### config.mk
export PLATFORM = sky130hd
export DESIGN_NAME = frame_buffer_swap_ctrl
export DESIGN_NICKNAME = d
export VERILOG_FILES = /design/src/rtl/frame_buffer_pkg.sv /design/src/rtl/frame_buffer_swap_ctrl_pixel_address_gen.sv /design/src/rtl/frame_buffer_swap_ctrl.sv
export SDC_FILE = /design/constraint.sdc
export NUM_CORES = 1
export LEC_CHECK = 0
export BUFFER_PORTS_ARGS = -buffer_cell sky130_fd_sc_hd__buf_2
export CAP_MARGIN = 10
export CORE_MARGIN = 5
export CORE_UTILIZATION = 48
export CTS_BUF_LIST = sky130_fd_sc_hd__clkbuf_16
export CTS_CLUSTER_DIAMETER = 40
export DETAILED_ROUTE_END_ITERATION = 16
export PLACE_DENSITY = 0.8
export REMOVE_ABC_BUFFERS = 1
export SYNTH_ARGS = -nofsm -noshare
export SYNTH_HDL_FRONTEND = slang
export SYNTH_SLANG_ARGS = --single-unit
### constraint.sdc
create_clock -name clk -period 7.1 [get_ports clk]
set_input_delay 0.71 -clock clk [delete_from_list [all_inputs] [get_ports clk]]
set_output_delay 0.71 -clock clk [all_outputs]
set_load 0.05 [all_outputs]
### src/rtl/frame_buffer_pkg.sv
// Shared types and defaults for the frame-buffer swap controller.
package frame_buffer_pkg;

  typedef enum logic [1:0] {
    IDLE      = 2'd0,
    START     = 2'd1,
    RENDER    = 2'd2,
    WAIT_SWAP = 2'd3
  } fb_state_t;

  localparam int DEF_PIXEL_W = 4;
  localparam int DEF_H_RES   = 320;
  localparam int DEF_V_RES   = 240;

  function automatic logic [15:0] sat_inc16(input logic [15:0] v);
    return (v == 16'hFFFF) ? v : v + 16'd1;
  endfunction

endpackage

### src/rtl/frame_buffer_swap_ctrl_pixel_address_gen.sv
// Linear frame address (y*H_RES + x) and bounds check for one coordinate pair.
module pixel_address_gen #(
  parameter int H_RES   = 320,
  parameter int V_RES   = 240,
  parameter int COORD_W = 10,
  parameter int ADDR_W  = 17
) (
  input  logic [COORD_W-1:0] x_i,
  input  logic [COORD_W-1:0] y_i,
  output logic [ADDR_W-1:0]  addr_o,
  output logic               in_range_o
);

  assign addr_o     = ADDR_W'(y_i) * ADDR_W'(H_RES) + ADDR_W'(x_i);
  assign in_range_o = (int'(x_i) < H_RES) && (int'(y_i) < V_RES);

endmodule

### src/rtl/frame_buffer_swap_ctrl.sv
// Double/triple frame-buffer swap controller: routes GPU writes to the back
// buffer, pipelines front-buffer reads to the DAC, and swaps on vsync rise.
module frame_buffer_swap_ctrl
  import frame_buffer_pkg::*;
#(
  parameter int NUM_BUFFERS = 2,
  parameter int PIXEL_W     = DEF_PIXEL_W,
  parameter int H_RES       = DEF_H_RES,
  parameter int V_RES       = DEF_V_RES,
  parameter int COORD_W     = 10,
  localparam int ADDR_W     = $clog2(H_RES*V_RES)
) (
  input  logic                           clk,
  input  logic                           reset,
  input  logic [COORD_W-1:0]             gpu_x,
  input  logic [COORD_W-1:0]             gpu_y,
  input  logic [PIXEL_W-1:0]             gpu_data,
  input  logic                           gpu_we,
  input  logic                           gpu_done,
  output logic                           gpu_start,
  input  logic [COORD_W-1:0]             vga_x,
  input  logic [COORD_W-1:0]             vga_y,
  input  logic                           vga_enable,
  input  logic                           vga_vs,
  output logic [NUM_BUFFERS-1:0]         buf_we,
  output logic [ADDR_W-1:0]              buf_waddr,
  output logic [PIXEL_W-1:0]             buf_wdata,
  output logic [ADDR_W-1:0]              buf_raddr,
  input  logic [NUM_BUFFERS*PIXEL_W-1:0] buf_rdata,
  output logic [PIXEL_W-1:0]             pix_out,
  output logic [1:0]                     wr_idx,
  output logic [1:0]                     disp_idx,
  output logic [15:0]                    repeat_count,
  output logic [15:0]                    drop_count
);

  if (NUM_BUFFERS != 2 && NUM_BUFFERS != 3) begin : g_bad_num_buffers
    $error("frame_buffer_swap_ctrl: NUM_BUFFERS must be 2 or 3");
  end

  localparam bit TRIPLE = (NUM_BUFFERS == 3);

  fb_state_t   state_q, state_d;
  logic        vs_q;
  logic [1:0]  wr_idx_q, wr_idx_d;
  logic [1:0]  disp_idx_q, disp_idx_d;
  logic [1:0]  rdy_idx_q, rdy_idx_d;
  logic        rdy_valid_q, rdy_valid_d;
  logic [15:0] repeat_q, repeat_d;
  logic [15:0] drop_q, drop_d;
  logic        vs_rise, publish, swapped;

  assign vs_rise = vga_vs & ~vs_q;

  // Swap resolves before publish so a frame consumed this cycle is never dropped.
  always_comb begin
    state_d     = state_q;
    wr_idx_d    = wr_idx_q;
    disp_idx_d  = disp_idx_q;
    rdy_idx_d   = rdy_idx_q;
    rdy_valid_d = rdy_valid_q;
    repeat_d    = repeat_q;
    drop_d      = drop_q;
    publish     = 1'b0;
    swapped     = 1'b0;
    case (state_q)
      IDLE:  state_d = START;
      START: if (!gpu_done) state_d = RENDER;
      RENDER: begin
        if (gpu_done) begin
          if (TRIPLE) begin
            publish = 1'b1;
            state_d = START;
          end else begin
            state_d = WAIT_SWAP;
          end
        end
      end
      WAIT_SWAP: begin
        if (vs_rise) begin
          swapped    = 1'b1;
          wr_idx_d   = disp_idx_q;
          disp_idx_d = wr_idx_q;
          state_d    = START;
        end
      end
      default: state_d = IDLE;
    endcase
    if (TRIPLE && vs_rise && rdy_valid_q) begin
      swapped     = 1'b1;
      disp_idx_d  = rdy_idx_q;
      rdy_valid_d = 1'b0;
    end
    if (publish) begin
      rdy_idx_d   = wr_idx_q;
      rdy_valid_d = 1'b1;
      if (rdy_valid_q && !swapped) begin
        wr_idx_d = rdy_idx_q;
        drop_d   = sat_inc16(drop_q);
      end else begin
        // Indices are 0..2, so the remaining one is 3 minus the other two.
        wr_idx_d = 2'd3 - disp_idx_d - wr_idx_q;
      end
    end
    if (vs_rise && !swapped) repeat_d = sat_inc16(repeat_q);
  end

  always_ff @(posedge clk) begin
    if (reset) begin
      state_q     <= IDLE;
      vs_q        <= 1'b0;
      wr_idx_q    <= 2'd0;
      disp_idx_q  <= 2'(NUM_BUFFERS - 1);
      rdy_idx_q   <= 2'd0;
      rdy_valid_q <= 1'b0;
      repeat_q    <= 16'd0;
      drop_q      <= 16'd0;
    end else begin
      state_q     <= state_d;
      vs_q        <= vga_vs;
      wr_idx_q    <= wr_idx_d;
      disp_idx_q  <= disp_idx_d;
      rdy_idx_q   <= rdy_idx_d;
      rdy_valid_q <= rdy_valid_d;
      repeat_q    <= repeat_d;
      drop_q      <= drop_d;
    end
  end

  assign gpu_start    = (state_q == START);
  assign wr_idx       = wr_idx_q;
  assign disp_idx     = disp_idx_q;
  assign repeat_count = repeat_q;
  assign drop_count   = drop_q;

  // ---------------- write path ----------------
  logic [ADDR_W-1:0]      gpu_addr;
  logic                   gpu_in_range, wr_accept;
  logic [NUM_BUFFERS-1:0] we_d, we_q;
  logic [ADDR_W-1:0]      waddr_q;
  logic [PIXEL_W-1:0]     wdata_q;

  pixel_address_gen #(
    .H_RES(H_RES), .V_RES(V_RES), .COORD_W(COORD_W), .ADDR_W(ADDR_W)
  ) u_gpu_addr (
    .x_i(gpu_x), .y_i(gpu_y), .addr_o(gpu_addr), .in_range_o(gpu_in_range)
  );

  assign wr_accept = (state_q == RENDER) && gpu_we && gpu_in_range;

  always_comb begin
    we_d = '0;
    for (int i = 0; i < NUM_BUFFERS; i++)
      we_d[i] = wr_accept && (wr_idx_q == 2'(i));
  end

  always_ff @(posedge clk) begin
    if (reset) begin
      we_q    <= '0;
      waddr_q <= '0;
      wdata_q <= '0;
    end else begin
      we_q <= we_d;
      if (wr_accept) begin
        waddr_q <= gpu_addr;
        wdata_q <= gpu_data;
      end
    end
  end

  assign buf_we    = we_q;
  assign buf_waddr = waddr_q;
  assign buf_wdata = wdata_q;

  // ---------------- read path ----------------
  // Enable and buffer select ride alongside the RAM access so a swap
  // landing mid-pipeline cannot pair one buffer's data with another's select.
  logic [ADDR_W-1:0]  vga_addr;
  logic               vga_in_range;
  logic [ADDR_W-1:0]  raddr_q;
  logic [1:0]         rd_vld_q;
  logic [1:0][1:0]    rd_disp_q;
  logic [PIXEL_W-1:0] rd_sel;
  logic [PIXEL_W-1:0] pix_q;

  pixel_address_gen #(
    .H_RES(H_RES), .V_RES(V_RES), .COORD_W(COORD_W), .ADDR_W(ADDR_W)
  ) u_vga_addr (
    .x_i(vga_x), .y_i(vga_y), .addr_o(vga_addr), .in_range_o(vga_in_range)
  );

  always_comb begin
    rd_sel = '0;
    for (int i = 0; i < NUM_BUFFERS; i++)
      if (rd_disp_q[1] == 2'(i)) rd_sel = buf_rdata[i*PIXEL_W +: PIXEL_W];
  end

  always_ff @(posedge clk) begin
    if (reset) begin
      raddr_q   <= '0;
      rd_vld_q  <= '0;
      rd_disp_q <= '0;
      pix_q     <= '0;
    end else begin
      if (vga_in_range) raddr_q <= vga_addr;
      rd_vld_q     <= {rd_vld_q[0], vga_enable & vga_in_range};
      rd_disp_q[0] <= disp_idx_q;
      rd_disp_q[1] <= rd_disp_q[0];
      pix_q        <= rd_vld_q[1] ? rd_sel : '0;
    end
  end

  assign buf_raddr = raddr_q;
  assign pix_out   = pix_q;

endmodule

### Word level (Yosys, flattened, before mapping)

Cells that the tools add are included.

* memories kept: 0
* register bits: 73
* RAM bits: 0
* latch bits: 0
* bits in read-only memories: 0
* input port bits: 58
* output and inout bits: 81

* equal/unequal tests: 9
* add/subtract/negate cells: 3
* shift operators: 0
* bitwise logic cells: 5
* multiply operators: 2
* magnitude comparators: 4
* divide/modulo/power cells: 0
* muxes and demuxes: 8
* reductions and logical operators: 15

Operator list (number)
* $add 17x10->17: 2
* $mul 10x3->11 const B: 2
* $lt 10x8->1 const B: 2
* $lt 10x9->1 const B: 2
* $add 16x1->16 const B: 1
* $eq 16x16->1 const B: 1
* $mux 4: 2
* $pmux 2 s4: 1
* $logic_and 1x1->1: 7
* $eq 2x1->1 const B: 3
* $logic_not 2->1: 3
* $mux 2: 3
* $ne 2x2->1 const B: 3
* $eq 2x2->1 const B: 2
* $reduce_and 2->1: 2
* $not 1->1: 3
* $reduce_and 3->1: 1
* $and 1x1->1: 2
* $mux 1: 2
* $reduce_or 2->1: 1
* $logic_not 1->1: 1

### Logic depth before layout (Yosys ltp)

* depth in word-level cells: 7
* gate-level depth with buffers: 9
* depth with buffers taken out: 9

### By module

A second synthesis with hierarchy kept.

* cells, all modules: 482
* area total of the unflattened synthesis: 4350.4 um^2

Modules (own cells, without submodules)
* frame_buffer_swap_ctrl: sequential area each 1461.4 um^2, area an instance 2957.8 um^2, cells each 319, times used 1
* pixel_address_gen (u_gpu_addr): sequential area each 0.0 um^2, area an instance 696.9 um^2, cells each 82, times used 1
* pixel_address_gen (u_vga_addr): sequential area each 0.0 um^2, area an instance 695.7 um^2, cells each 81, times used 1

### Least setup slack after synthesis

OpenSTA, ideal clock, no wires.

* path kind: input-to-reg
* start point: input port vga_y[1]
* end point: register raddr_q[15] (netlist: buf_raddr[15])
* arrival time: 2.687 ns
* path slack: 4.334 ns
* library setup time: 0.079 ns
* cell stages on the path: 9
* path through: ha_1 -> ha_1 -> fa_1 -> xor2_1 -> nand2_1 -> and4bb_1 -> nand3_1 -> xor2_1 -> a211oi_2

* longest elaborated chain between the ends: 2

RTL lines
* start, declared: line frame_buffer_swap_ctrl.sv:22 `input logic [COORD_W-1:0] vga_y,`
* $mul 10x3->11 / $lt 10x8->1 (equally long branches): line frame_buffer_swap_ctrl_pixel_address_gen.sv:14, frame_buffer_swap_ctrl_pixel_address_gen.sv:15
* $add 17x10->17 / $logic_and 1x1->1 (equally long branches): line frame_buffer_swap_ctrl_pixel_address_gen.sv:14, frame_buffer_swap_ctrl_pixel_address_gen.sv:15
* end signal, assigned: line frame_buffer_swap_ctrl.sv:205 `if (vga_in_range) raddr_q <= vga_addr;`
* end, declared: line frame_buffer_swap_ctrl.sv:180 `logic [ADDR_W-1:0] raddr_q;`

Parallel ways exist; a longest one is shown, timed or not.
A chain may end at the register's enable or synchronous reset.

### Final worst setup path

* start point: input port gpu_y[1]
* end point: register waddr_q[14] (netlist: buf_waddr[14])

* longest elaborated chain between the ends: 3

RTL lines
* start, declared: line frame_buffer_swap_ctrl.sv:16 `input logic [COORD_W-1:0] gpu_y,`
* parallel branches: the longest is 3 deep, another holds $add 17x10->17
* end signal, assigned: line frame_buffer_swap_ctrl.sv:165 `waddr_q <= gpu_addr;`
* end, declared: line frame_buffer_swap_ctrl.sv:140 `logic [ADDR_W-1:0] waddr_q;`

Parallel ways; which one is timed is not known.

==> flow_summary.ini <==
[run_status]
status = finished clean

[clock_tree]
cts.clk_slew.worst_paths_ns = 0.07
tritoncts = built
clk_latency_ns = 0.32
cts-root-buf = clkbuf_16
cts_max_level = 3
post_cts_buffers = 0
numCtsBuffers = 9
max-clock-path-buffers = 2
cts_sinks = 73
cts_resized = 0
postCtsHoldBufs = 0

[pwr]
power.total_mw = 1.20
leakage_nw = 2.41
p_per_area_nw_per_um2 = 226
peakVddDrop_uv = 103

[setup_path]
path_cells = buf_2 -> ha_1 -> ha_1 -> fa_1 -> a211oi_1 -> nor2_1 -> nor3_1 -> nand2_1 -> xor2_1 -> a211oi_2
cp-end-kind = flip-flop
cp-endpoint = buf_waddr[14]
timing.rr.end = buf_we[1]
crit_top_cell = ha_1
r2r-start = state_q[0]
rrSetupSlack_ns = 5.05
crit_path_top_delay_cell = fa_1
worstRegToRegCells = 4
crit_start = gpu_y[1]
path_max_fanout = 3
worstSetupPathDepth = 10
crit_buf_inv = 1
slowest_delay_ns = 0.43
cp.required_ns = 7.34
critPathLaunchType = input port
path_class = input port to flip-flop
cpLargestDelayFamily = adder cells
critPathArrivalTime_ns = 3.06

[synthesis]
synth_most_common_cell = dfxtp_1
synthTopCellsByArea = dfxtp_1 33%, ha_1 12%, nor2_1 5.2%
synth-seq-area-share_pct = 32.9
synth_edf_count = 0
syn_area_um2 = 4440
async_flop_share_pct = 0
syn_area_per_cell_um2 = 8.83
yosys.cell_types.count = 59
synth_top_area_share_pct = 32.9
synth_warnings = 0
synthFlopType = dfxtp_1
syn_inst = 503
yosysTopAreaCell = dfxtp_1
synth_commonest_cells = 73 x dfxtp_1, 61 x nor2_1, 59 x nand2_1
ys_ff_latch = 73

[final_layout]
fillers = 833
num-nets-final = 724
area_growth_pct = 19.8
multiInputGateArea_um2 = 2770
n_antenna_cell = 0
final_cell_area_um2 = 5320
seqCellArea_um2 = 1460
drive_gt1_share_pct = 25.0

[sta]
max_slew_margin_pct = 36.5
hold_viol = 0
fin_setup_tns_ns = 0
fmax_mhz = 355
finalSetupViolCount = 0
post-route-period-util_pct = 39.6
worstMarginPinSlew_ns = 0.950
timing.final.max_slew_violations = 0
fin_skew_ns = 0.00893
rsz0062_at_grt = no
min_period_ns = 2.81

[route]
post_drt_via_cell_ratio = 5.37
drc = 0
drtIter0Drc = 101
firstDrtPassIters = 4
wl_per_cell_um = 14.5
ant_nets = 0
vias = 3950
drt-total-wl_mm = 10.6

[placed_design]
placed_area_um2 = 5040
dp_hpwl_mm = 8.26
gp_congestion = 0.889
port_buffers = 122

[floorplanning]
row_count = 35
core_um2 = 9150
start_util_pct = 48.5
die_h_um = 106
ios = 139
die_w_um = 106
die_area_um2 = 11300

[global_route]
grt_pass1_vias = 3932
grt-ovfl-total = 0
grt_max_degree = 73
antenna_found_initial = 0
grt.total_usage_pct = 19.1
grt_pass1_wl_mm = 17.9

[job]
cap_violations = 0

[worst_hold_path]
holdCritPathClass = flip-flop to flip-flop
registers in the layout, indices dropped and copies added (netlist names), 2 cells and up:
register and flops:
pix_out 4, buf_waddr 17, wr_idx 2, buf_wdata 4, rd_vld_q 2, state_q 2, repeat_count 16, buf_raddr 17
disp_idx 2, rd_disp_q 4, buf_we 2
routing by layer:
layer	vias to the layer above	wire length (um)	track usage, %
li1	1980	-	-
met1	1846	4380	21.9
met2	107	5530	35.8
met3	17	560	3.04
met4	0	157	6.20
met5	-	0	0
worst min-delay path by stage:
stage	startpoint	end	slack, ns	cells after the start
final	buf_raddr[8]	buf_raddr[8]	0.45	2
after global routing	buf_wdata[3]	buf_wdata[3]	0.47	2
after CTS	buf_raddr[8]	buf_raddr[8]	0.45	2
after detailed placement	rd_disp_q[0]	rd_disp_q[2]	0.44	1
after global placement	rd_disp_q[0]	rd_disp_q[2]	0.42	1
after floorplan	rd_disp_q[0]	rd_disp_q[2]	0.41	1
cell families (layout without fill, tap and decap cells):
group,after synthesis,after routing,share of synthesized area [%]
flip-flops,73,73,32.9
other,1,16,0.0844
adder cells (fa/ha/maj),47,47,13.9
buffers and inverters,45,151,5.97
AO/OA/AOI/OAI,96,96,15.5
AND/OR/NAND/NOR,196,196,22.0
multiplexers,10,10,2.25
XOR/XNOR,35,35,7.32
final cells by class:
type | instances | share of cell area, %
clock inverters | 7 | 1.13
multi-input cells | 400 | 52.1
inverters | 12 | 0.846
clock buffers | 9 | 4.23
well taps | 111 | 2.61
repair buffers | 123 | 11.6
flip-flops and latches | 73 | 27.5
worst reg2reg max path: cells and delay by family, from the launching register on:
| kind | cells | cell delay [ns] |
|---|---|---|
| buffers and inverters | 1 | 0.07 |
| DFF | 1 | 0.35 |
| adders and majority gates | 1 | 0.21 |
| and+or+nand+nor | 2 | 1.31 |
stage by stage:
step                      worst slack [ns]  util [%]  std cells  hold WS, ns
after global placement                4.10      55.0        719        0.420
after detailed placement              3.97      55.0        719        0.444
after floorplan                       4.33         -        485        0.414
after CTS                             4.30      58.1        735        0.454
after global routing                  4.08      58.1        735        0.474
final                                 4.29      58.1        735        0.451
report_power, final:
group / switching [mW] / internal [mW] / leakage [nW] / total, mW
registers: 0.0126 / 0.424 / 0.591 / 0.437
logic: 0.209 / 0.125 / 1.69 / 0.334
clock network: 0.189 / 0.243 / 0.131 / 0.431
placed cells by master, fill, tap and decap left out, drive strengths merged, types with 4 or more instances in the layout:
cell / synthesis / routed
a21o: 4 / 4
nor3: 9 / 9
ha: 43 / 43
a21oi: 31 / 31
nor4b: 4 / 4
dfxtp: 73 / 73
clkbuf: 14 / 9
nand3: 12 / 12
inv: 12 / 16
o211ai: 6 / 6
mux2i: 10 / 10
a211oi: 17 / 17
nor2b: 13 / 13
nand2: 59 / 59
nor2: 61 / 61
nand4: 9 / 9
nand2b: 5 / 5
a211o: 6 / 6
conb: 1 / 16
xnor2: 17 / 17
fa: 4 / 4
buf: 19 / 123
o21ai: 8 / 8
nor3b: 5 / 5
xor2: 18 / 18
a31oi: 4 / 4
Note: power is estimated with default switching activity, not from simulation.
